===== config.mk =====
export PLATFORM = sky130hd
export DESIGN_NAME = regfile_wb_arbiter
export DESIGN_NICKNAME = d
export VERILOG_FILES = /design/src/rtl/regfile_pkg.sv /design/src/rtl/wb_fifo.sv /design/src/rtl/regfile_wb_arbiter.sv
export SDC_FILE = /design/constraint.sdc
export NUM_CORES = 1
export LEC_CHECK = 0
export CAP_MARGIN = 20
export CORE_AREA = 2 2 119 121
export CTS_BUF_LIST = sky130_fd_sc_hd__clkbuf_8
export DETAILED_ROUTE_END_ITERATION = 6
export DIE_AREA = 0 0 121 123
export GPL_TIMING_DRIVEN = 0
export PLACE_DENSITY = 0.91
export SYNTH_ARGS = -nofsm -noshare
export SYNTH_HDL_FRONTEND = slang
export SYNTH_HIERARCHICAL = 1
export SYNTH_SLANG_ARGS = --single-unit

===== constraint.sdc =====
create_clock -name clk -period 4.26 [get_ports clk]
set_input_delay 1.278 -clock clk [delete_from_list [all_inputs] [get_ports clk]]
set_output_delay 1.278 -clock clk [all_outputs]
set_load 0.02 [all_outputs]

===== src/rtl/regfile_pkg.sv =====
// Shared constants and types for the register-file write-back arbiter.
package regfile_pkg;

  localparam int unsigned DATA_W   = 19;
  localparam int unsigned ADDR_W   = 5;
  localparam int unsigned NUM_REGS = 32;

  // Which producer queue supplies the head popped this cycle.
  typedef enum logic {
    CH_ALU = 1'b0,
    CH_MEM = 1'b1
  } ch_sel_e;

endpackage


===== src/rtl/wb_fifo.sv =====
// In-order result queue for one producer. Each slot carries a valid bit so the
// owner can see every queued destination address.
module wb_fifo #(
  parameter int unsigned DEPTH  = 2,
  parameter int unsigned ADDR_W = 5,
  parameter int unsigned DATA_W = 19
) (
  input  logic                          clk,
  input  logic                          rst,
  input  logic                          push,
  input  logic [ADDR_W-1:0]             push_addr,
  input  logic [DATA_W-1:0]             push_data,
  input  logic                          pop,
  output logic                          full,
  output logic                          empty,
  output logic [ADDR_W-1:0]             head_addr,
  output logic [DATA_W-1:0]             head_data,
  output logic [DEPTH-1:0][ADDR_W-1:0]  entry_addr,
  output logic [DEPTH-1:0]              entry_valid
);

  localparam int unsigned PtrW = (DEPTH > 1) ? $clog2(DEPTH) : 1;

  logic [DEPTH-1:0][ADDR_W-1:0] addr_q;
  logic [DEPTH-1:0][DATA_W-1:0] data_q;
  logic [DEPTH-1:0]             valid_q;
  logic [PtrW-1:0]              wr_ptr_q;
  logic [PtrW-1:0]              rd_ptr_q;
  logic                         push_ok;
  logic                         pop_ok;

  function automatic logic [PtrW-1:0] ptr_inc(input logic [PtrW-1:0] p);
    return (p == PtrW'(DEPTH - 1)) ? '0 : p + 1'b1;
  endfunction

  // Slots fill in order, so the queue is full/empty exactly when all/none are valid.
  always_comb begin
    full        = &valid_q;
    empty       = ~|valid_q;
    push_ok     = push && !full;
    pop_ok      = pop && !empty;
    head_addr   = addr_q[rd_ptr_q];
    head_data   = data_q[rd_ptr_q];
    entry_addr  = addr_q;
    entry_valid = valid_q;
  end

  // Storage, slot valid bits and circular pointers.
  always_ff @(posedge clk or posedge rst) begin
    if (rst) begin
      addr_q   <= '0;
      data_q   <= '0;
      valid_q  <= '0;
      wr_ptr_q <= '0;
      rd_ptr_q <= '0;
    end else begin
      if (push_ok) begin
        addr_q[wr_ptr_q]  <= push_addr;
        data_q[wr_ptr_q]  <= push_data;
        valid_q[wr_ptr_q] <= 1'b1;
        wr_ptr_q          <= ptr_inc(wr_ptr_q);
      end
      // Push is refused when full and pop needs non-empty, so the slots differ.
      if (pop_ok) begin
        valid_q[rd_ptr_q] <= 1'b0;
        rd_ptr_q          <= ptr_inc(rd_ptr_q);
      end
    end
  end

endmodule


===== src/rtl/regfile_wb_arbiter.sv =====
// Merges ALU and load-unit results into the single register-file write port.
// MEM has priority; a starvation counter forces an ALU win after a run of losses.
module regfile_wb_arbiter #(
  parameter int unsigned DATA_W       = regfile_pkg::DATA_W,
  parameter int unsigned ADDR_W       = regfile_pkg::ADDR_W,
  parameter int unsigned FIFO_DEPTH   = 2,
  parameter int unsigned STARVE_LIMIT = 3
) (
  input  logic                             clk,
  input  logic                             rst,
  input  logic                             alu_valid,
  output logic                             alu_ready,
  input  logic [ADDR_W-1:0]                alu_addr,
  input  logic [DATA_W-1:0]                alu_data,
  input  logic                             mem_valid,
  output logic                             mem_ready,
  input  logic [ADDR_W-1:0]                mem_addr,
  input  logic [DATA_W-1:0]                mem_data,
  output logic                             wr_en,
  output logic [ADDR_W-1:0]                wr_addr,
  output logic [DATA_W-1:0]                wr_data,
  output logic [regfile_pkg::NUM_REGS-1:0] pending,
  output logic                             idle
);

  import regfile_pkg::*;

  localparam int unsigned CntW = (STARVE_LIMIT > 0) ? $clog2(STARVE_LIMIT + 1) : 1;

  logic                             alu_full, alu_empty, mem_full, mem_empty;
  logic                             alu_push, mem_push, alu_pop, mem_pop, any_pop;
  logic [ADDR_W-1:0]                alu_head_addr, mem_head_addr, pop_addr;
  logic [DATA_W-1:0]                alu_head_data, mem_head_data, pop_data;
  logic [FIFO_DEPTH-1:0][ADDR_W-1:0] alu_ent_addr, mem_ent_addr;
  logic [FIFO_DEPTH-1:0]            alu_ent_valid, mem_ent_valid;
  ch_sel_e                          sel;
  logic [CntW-1:0]                  starve_q, starve_d;
  logic                             wr_en_q, wr_en_d;
  logic [ADDR_W-1:0]                wr_addr_q, wr_addr_d;
  logic [DATA_W-1:0]                wr_data_q, wr_data_d;

  // Ready drops during reset so nothing is accepted while state is being cleared.
  always_comb begin
    alu_ready = !alu_full && !rst;
    mem_ready = !mem_full && !rst;
    alu_push  = alu_valid && alu_ready;
    mem_push  = mem_valid && mem_ready;
  end

  wb_fifo #(
    .DEPTH  (FIFO_DEPTH),
    .ADDR_W (ADDR_W),
    .DATA_W (DATA_W)
  ) u_alu_fifo (
    .clk         (clk),
    .rst         (rst),
    .push        (alu_push),
    .push_addr   (alu_addr),
    .push_data   (alu_data),
    .pop         (alu_pop),
    .full        (alu_full),
    .empty       (alu_empty),
    .head_addr   (alu_head_addr),
    .head_data   (alu_head_data),
    .entry_addr  (alu_ent_addr),
    .entry_valid (alu_ent_valid)
  );

  wb_fifo #(
    .DEPTH  (FIFO_DEPTH),
    .ADDR_W (ADDR_W),
    .DATA_W (DATA_W)
  ) u_mem_fifo (
    .clk         (clk),
    .rst         (rst),
    .push        (mem_push),
    .push_addr   (mem_addr),
    .push_data   (mem_data),
    .pop         (mem_pop),
    .full        (mem_full),
    .empty       (mem_empty),
    .head_addr   (mem_head_addr),
    .head_data   (mem_head_data),
    .entry_addr  (mem_ent_addr),
    .entry_valid (mem_ent_valid)
  );

  // Arbitration, starvation tracking and next write-port values.
  always_comb begin
    sel = CH_MEM;
    if (mem_empty || (!alu_empty && starve_q == CntW'(STARVE_LIMIT))) begin
      sel = CH_ALU;
    end
    any_pop = !alu_empty || !mem_empty;
    alu_pop = any_pop && (sel == CH_ALU);
    mem_pop = any_pop && (sel == CH_MEM);

    starve_d = starve_q;
    if (alu_empty || sel == CH_ALU) begin
      starve_d = '0;
    end else if (starve_q != CntW'(STARVE_LIMIT)) begin
      starve_d = starve_q + 1'b1;
    end

    pop_addr = (sel == CH_ALU) ? alu_head_addr : mem_head_addr;
    pop_data = (sel == CH_ALU) ? alu_head_data : mem_head_data;

    // Register 0 is hard-wired: its writes are dropped and the port holds.
    wr_en_d   = any_pop && (pop_addr != '0);
    wr_addr_d = wr_en_d ? pop_addr : wr_addr_q;
    wr_data_d = wr_en_d ? pop_data : wr_data_q;
  end

  // Write-port and starvation registers.
  always_ff @(posedge clk or posedge rst) begin
    if (rst) begin
      starve_q  <= '0;
      wr_en_q   <= 1'b0;
      wr_addr_q <= '0;
      wr_data_q <= '0;
    end else begin
      starve_q  <= starve_d;
      wr_en_q   <= wr_en_d;
      wr_addr_q <= wr_addr_d;
      wr_data_q <= wr_data_d;
    end
  end

  // Scoreboard view: every register with a write queued or on the port.
  always_comb begin
    pending = '0;
    for (int unsigned i = 0; i < FIFO_DEPTH; i++) begin
      if (alu_ent_valid[i]) pending[alu_ent_addr[i]] = 1'b1;
      if (mem_ent_valid[i]) pending[mem_ent_addr[i]] = 1'b1;
    end
    if (wr_en_q) pending[wr_addr_q] = 1'b1;
    pending[0] = 1'b0;
    wr_en   = wr_en_q;
    wr_addr = wr_addr_q;
    wr_data = wr_data_q;
    idle    = alu_empty && mem_empty && !wr_en_q;
  end

endmodule


=== Word level (Yosys, flattened, before mapping) ===
Cells that the tools add are included.

* Register bits: 131
* Input bits: 52
* Output and inout port bits: 60
* Word-level logic and storage cells: 147

* Add/subtract/negate cells: 5
* Order comparisons: 18
* Equality and inequality tests: 2
* Muxes and demuxes: 56
* Bitwise logic cells: 10
* Reduce and logical (&&, ||, !) cells: 38

{| class="wikitable"
|+ Operator list
! kind !! number
|-
| $mux W32 || 5
|-
| $mux W19 || 7
|-
| $or A32 B32 Y32 || 4
|-
| $bwmux W38 || 2
|-
| $demux W19 S1 || 2
|-
| $mux W5 || 7
|-
| $lt A5 B6 Y1 const B || 5
|-
| $demux W1 S5 || 5
|-
| $ge A5 B1 Y1 const B || 5
|-
| $logic_and A1 B1 Y1 || 23
|-
| $bwmux W10 || 2
|-
| $mux W1 || 14
|-
| $mux W2 || 6
|-
| $demux W5 S1 || 2
|-
| $lt A1 B2 Y1 const B || 4
|-
| $logic_not A1 Y1 || 6
|-
| $reduce_bool A5 Y1 || 1
|-
| $add A1 B1 Y1 const B || 4
|-
| $and A2 B2 Y2 || 2
|-
| $demux W1 S1 || 4
|-
| $ge A1 B1 Y1 const B || 4
|-
| $not A2 Y2 || 2
|-
| $or A2 B2 Y2 || 2
|-
| $reduce_and A2 Y1 || 2
|-
| 6 further kinds || 9
|}

=== Logic depth before layout (Yosys ltp) ===
* Depth in word-level cells: 13
* Mapped depth: 10
* Depth with buffers taken out: 7

=== By module ===
Netlist, hierarchy kept.

{| class="wikitable"
|+ By module, submodules not included
! module !! instances !! cells each !! area an instance (um^2) !! sequential area each (um^2)
|-
| wb_fifo || 2 || 145 || 2,278.4 || 1,301.2
|-
| regfile_wb_arbiter || 1 || 356 || 2,743.9 || 675.6
|}

=== Worst setup path after synthesis ===
No wires, ideal clock.

* Path kind: reg2out
* From: register u_mem_fifo.valid_q[1] (netlist: u_mem_fifo/entry_valid[1])
* To: output idle
* Data arrival time: 1,639 ps
* Slack: 1,343 ps
* Cell stages (with the launch flop): 5
* Buffers on the path: 1
* Cell sequence: dfrtp_1 > nor2_1 > and2_1 > clkbuf_1 > nor2b_1

* Word-level cells in the longest chain between the ends: 4

{| class="wikitable"
|+ RTL lines
! element !! RTL line !! RTL
|-
| from (decl) || wb_fifo.sv:26 || <nowiki>logic [DEPTH-1:0] valid_q;</nowiki>
|-
| from (signal assigned) || wb_fifo.sv:53 || <nowiki>valid_q <= '0;</nowiki>
|-
| from (signal, indexed assignment) || wb_fifo.sv:60 || <nowiki>valid_q[wr_ptr_q] <= 1'b1;</nowiki>
|-
| from (signal, indexed assignment) || wb_fifo.sv:65 || <nowiki>valid_q[rd_ptr_q] <= 1'b0;</nowiki>
|-
| $reduce_or A2 Y1 || wb_fifo.sv:39 || <nowiki>empty = ~|valid_q;</nowiki>
|-
| $logic_not A1 Y1 || wb_fifo.sv:39 ||
|-
| named net mem_empty || regfile_wb_arbiter.sv:30 || <nowiki>logic alu_full, alu_empty, mem_full, mem_empty;</nowiki>
|-
| $logic_and A1 B1 Y1 (2 in a row) || regfile_wb_arbiter.sv:141 || <nowiki>idle = alu_empty && mem_empty && !wr_en_q;</nowiki>
|-
| to (decl) || regfile_wb_arbiter.sv:23 || <nowiki>output logic idle</nowiki>
|}

The timed path passes the listed nets, and every way through them passes these cells.

=== Worst setup path in the final report ===
* From: input rst
* To: output mem_ready

* Word-level cells in the longest chain between the ends: 2

{| class="wikitable"
|+ RTL lines
! element !! RTL line !! RTL
|-
| from (decl) || regfile_wb_arbiter.sv:10 || <nowiki>input logic rst,</nowiki>
|-
| $logic_not A1 Y1 (no source line) || - ||
|-
| $logic_and A1 B1 Y1 || regfile_wb_arbiter.sv:45 || <nowiki>mem_ready = !mem_full && !rst;</nowiki>
|-
| to (decl) || regfile_wb_arbiter.sv:16 || <nowiki>output logic mem_ready,</nowiki>
|}

Every way passes these cells.

==> reports/summary.md <==
• starve_q[0] — WHS Endpoint
• 20400 um — total wirelength of the detailed-routed design
• 0.252 ns — final worst slack
• 831 — count of nets after finishing
• 53.6% — initial standard-cell utilization of the core
• 14900 um2 — Die Footprint
• 0 — antenna violations before repair
• 6020 — number of global-route vias before repair
• 1.53 ns — register-to-register setup slack
• 4.01 ns — minimum period implied by the final worst setup slack
• input port to output pin — class of the most critical setup path
• 100% — async set-reset flop share out of synthesis
• 9110 um2 — cell area after layout
• 2.73 ns — Worst Path Arrival
• 42.3% — fraction of power spent switching nets
• 43 — row cnt
• 539 uV — worst vdd rail ir drop
• 131 — number of flip-flops and latches in the synthesized netlist
• 0 ns — Sum Neg Setup Slack
• clkdlybuf4s50_1 — CP max-delay cell
• clkdlybuf4s50_1 > nor2_1 > clkdlybuf4s50_1 — CP Cell Sequence
• 50 — Unique masters post-synth
• built — clock tree from TritonCTS
• 4 — H-tree depth reported by CTS
• starve_q[0] — Worst Min Path Start
• 112 — number of top-level pins
• 17 — cts bufs inserted
• 646 — count of routing violations after the opening detailed-route iteration
• 0 — number of flops mapped to enable cells by yosys
• 5 — worst-path maximum fanout
• 0 — Resized Gates After CTS
• 0.272 ns — Placement Setup Slack
• 13600 um2 — core outline area
• 0 — Inserted Diodes
• 5 — router iterations before antenna repair
• input port — Critical Path Source Type
• 6.24 — Avg Vias per Cell
• 1 — Cells on Worst Hold Path
• 646 — number of instances in the synthesized netlist
• 21.0 um — post-DR wirelength/cell
• 34.0% — share of total power in sequential cells
• 110 — count of port buffers added during placement
• 0 — Hold-fix buffers, CTS
• 51.8% — combinational power share
• 123 um — die extent in y
• 9 — cells on worst reg2reg path
• no — unrepaired setup endpoints after global routing
• clkdlybuf4s50_1 — CP dominant cell by count
• 2 — maximum clock insertion buffer count
• 6 — synthesis warning total
• 57.1% — tightest slew margin relative to the limit
• 3.72 nW — leakage power summed over all cells
• dfrtp_1 — leading cell type in the layout, fill and taps excluded
• u_mem_fifo/rd_ptr_q — launch point of the worst reg-to-reg path
• 32200 um — first-pass GRT wire length
• 249 MHz — maximum achievable frequency
• 4.40 mW — P_int
• flip-flop to flip-flop — min-delay worst type
• 0.476 ns — final-layout worst hold slack
• 699 — Mapped Nets
• 3.22 mW — Net Sw Power
• 0 — Setup violations, final
• 0 — number of hold-slack violations in the final timing report
• 121 um — Die X-Extent
• 7.61 mW — PnR Total Power
• 0 — MaxCap Viol Count
• 0.642 ns — slew at the pin closest to its max-slew limit
• 2.98 ns — Worst EP required
• 38 — maximum number of pins on one net before global-route repair
• clkbuf_8 — Clock Tree Root
• 6049 — via count
• 0 — remaining routing DRC violations
• 0 — number of max-slew violations in the final report
• 0.931 — Placer Congestion
• 8670 um2 — Area after DPL
• 1007 — number of fill cells in the layout
• wr_data[14] — worst r2r dst
• 0.00927 ns — post-route clock skew
• 0.63 ns — Critical Path Max Stage Delay
• 14900 um — DPL Wire Length
• complete, no violations — outcome
• 19.0% — share of cells above drive strength 1
• dfrtp_1 — prevailing post-synth register cell
• 836 nW/um2 — power per standard cell area
• 0.07 ns — register clock-pin slew on the reported worst setup and hold paths
• 28.1% — total routing usage reported by global routing
• output pin — endpoint type of the worst setup path
• 131 — Num Clock Sinks
• 131 x dfrtp_1, 110 x clkdlybuf4s50_1, 80 x mux2_1, 64 x mux2_2, 45 x nor2_1 — commonest cells after routing, fill and taps aside
• 94.1% — share of the cycle needed by the critical path after routing
• 0 — total overflow reported by the global router
• 0.44 ns — clock network latency to the later pin of the worst-skew pair
• 24.8% — Layout area overhead
• 0 — buffer count from post-CTS setup fixing
• 11.3 um2 — mean instance size in the synthesized netlist
• 44.9% — sequential-to-total area share from yosys stat
• 0 — number of nets with antenna violations after routing
• 14.2% — Clk network pwr share
• 7300 um2 — netlist area before placement
logic make-up (layout without fill, tap and decap cells):
| group | Yosys count | count (layout) | share of synthesized area [%] |
|---|---|---|---|
| buffers and inverters | 36 | 180 | 3.46 |
| adder cells (fa/ha/maj) | 1 | 1 | 0.171 |
| multiplexers | 167 | 167 | 25.4 |
| other | 1 | 1 | 0.0514 |
| AO/OA/AOI/OAI | 126 | 126 | 11.7 |
| AND/OR/NAND/NOR | 180 | 180 | 13.8 |
| XOR/XNOR | 4 | 4 | 0.480 |
| flip-flops | 131 | 131 | 44.9 |
critical path, delay by kind of cell:
kind / cells / cell delay [ns]
buffers and inverters: 2 / 1.20
and+or+nand+nor: 1 / 0.24
power groups by stage:
stage                     Clock [mW]  Sequential, mW  Combinational, mW
after floorplan                    0            2.46               2.56
after global routing            1.15            2.67               4.21
after CTS                       1.09            2.56               3.90
final                           1.08            2.59               3.94
after detailed placement           0            2.57               3.87
after global placement             0            2.54               3.75
final cells by class:
type | instances | area (um2) | area share, %
multi-input cells | 479 | 3770 | 41.4
flip-flops and latches | 131 | 3280 | 36.0
repair buffers | 113 | 1170 | 12.8
clock buffers | 20 | 275 | 3.02
well taps | 180 | 225 | 2.47
plain buffers | 26 | 216 | 2.38
clock inverters | 11 | 135 | 1.48
inverters | 10 | 37.5 | 0.412
how the worst max path moves through the flow:
stage,startpoint,endpoint,slack (ns),cells after the start
2_1_floorplan,u_mem_fifo/entry_valid[1],idle,1.34,4
3_3_place_gp,rst,mem_ready,0.31,3
3_5_place_dp,rst,mem_ready,0.27,3
4_1_cts,u_mem_fifo/entry_valid[1],idle,0.07,5
6_report,rst,mem_ready,0.25,3
5_1_grt,u_alu_fifo/entry_valid[1],idle,0.16,5
layer usage:
layer / vias to the layer above / GRT usage, % / share of wire [%]
li1: 2690 / - / -
met1: 3023 / 34.5 / 40
met2: 297 / 48.5 / 50
met3: 39 / 6.73 / 7.1
met4: 0 / 10.2 / 3.0
met5: - / 0 / 0
cell usage after synthesis, types with 18 or more instances:
master / n / area share [%]
dfrtp_1: 131 / 45
mux2_1: 80 / 12
mux2_2: 64 / 9.9
nor2_1: 46 / 2.4
a22oi_1: 30 / 3.1
nand3_1: 28 / 1.9
nand2_1: 25 / 1.3
o21ai_0: 24 / 1.6
mux2i_1: 23 / 3.2
o21ai_1: 19 / 1.3
nor3b_1: 18 / 1.9
o22ai_1: 18 / 1.5
registers in the layout (all words and copies together) (netlist names):
register                count
u_alu_fifo/entry_addr      10
starve_q                    2
wr_data                    19
u_mem_fifo/data_q          38
u_mem_fifo/wr_ptr_q         1
wr_addr                     5
u_alu_fifo/data_q          38
u_alu_fifo/entry_valid      2
u_mem_fifo/entry_valid      2
u_alu_fifo/wr_ptr_q         1
wr_en                       1
u_mem_fifo/entry_addr      10
u_alu_fifo/rd_ptr_q         1
u_mem_fifo/rd_ptr_q         1
metrics by stage:
step,instances,utilization (%)
5_1_grt,970,66.9
2_1_floorplan,646,-
3_5_place_dp,938,63.7
3_3_place_gp,936,63.4
6_report,970,66.9
4_1_cts,969,66.7
(Power assumes the default switching activity.)
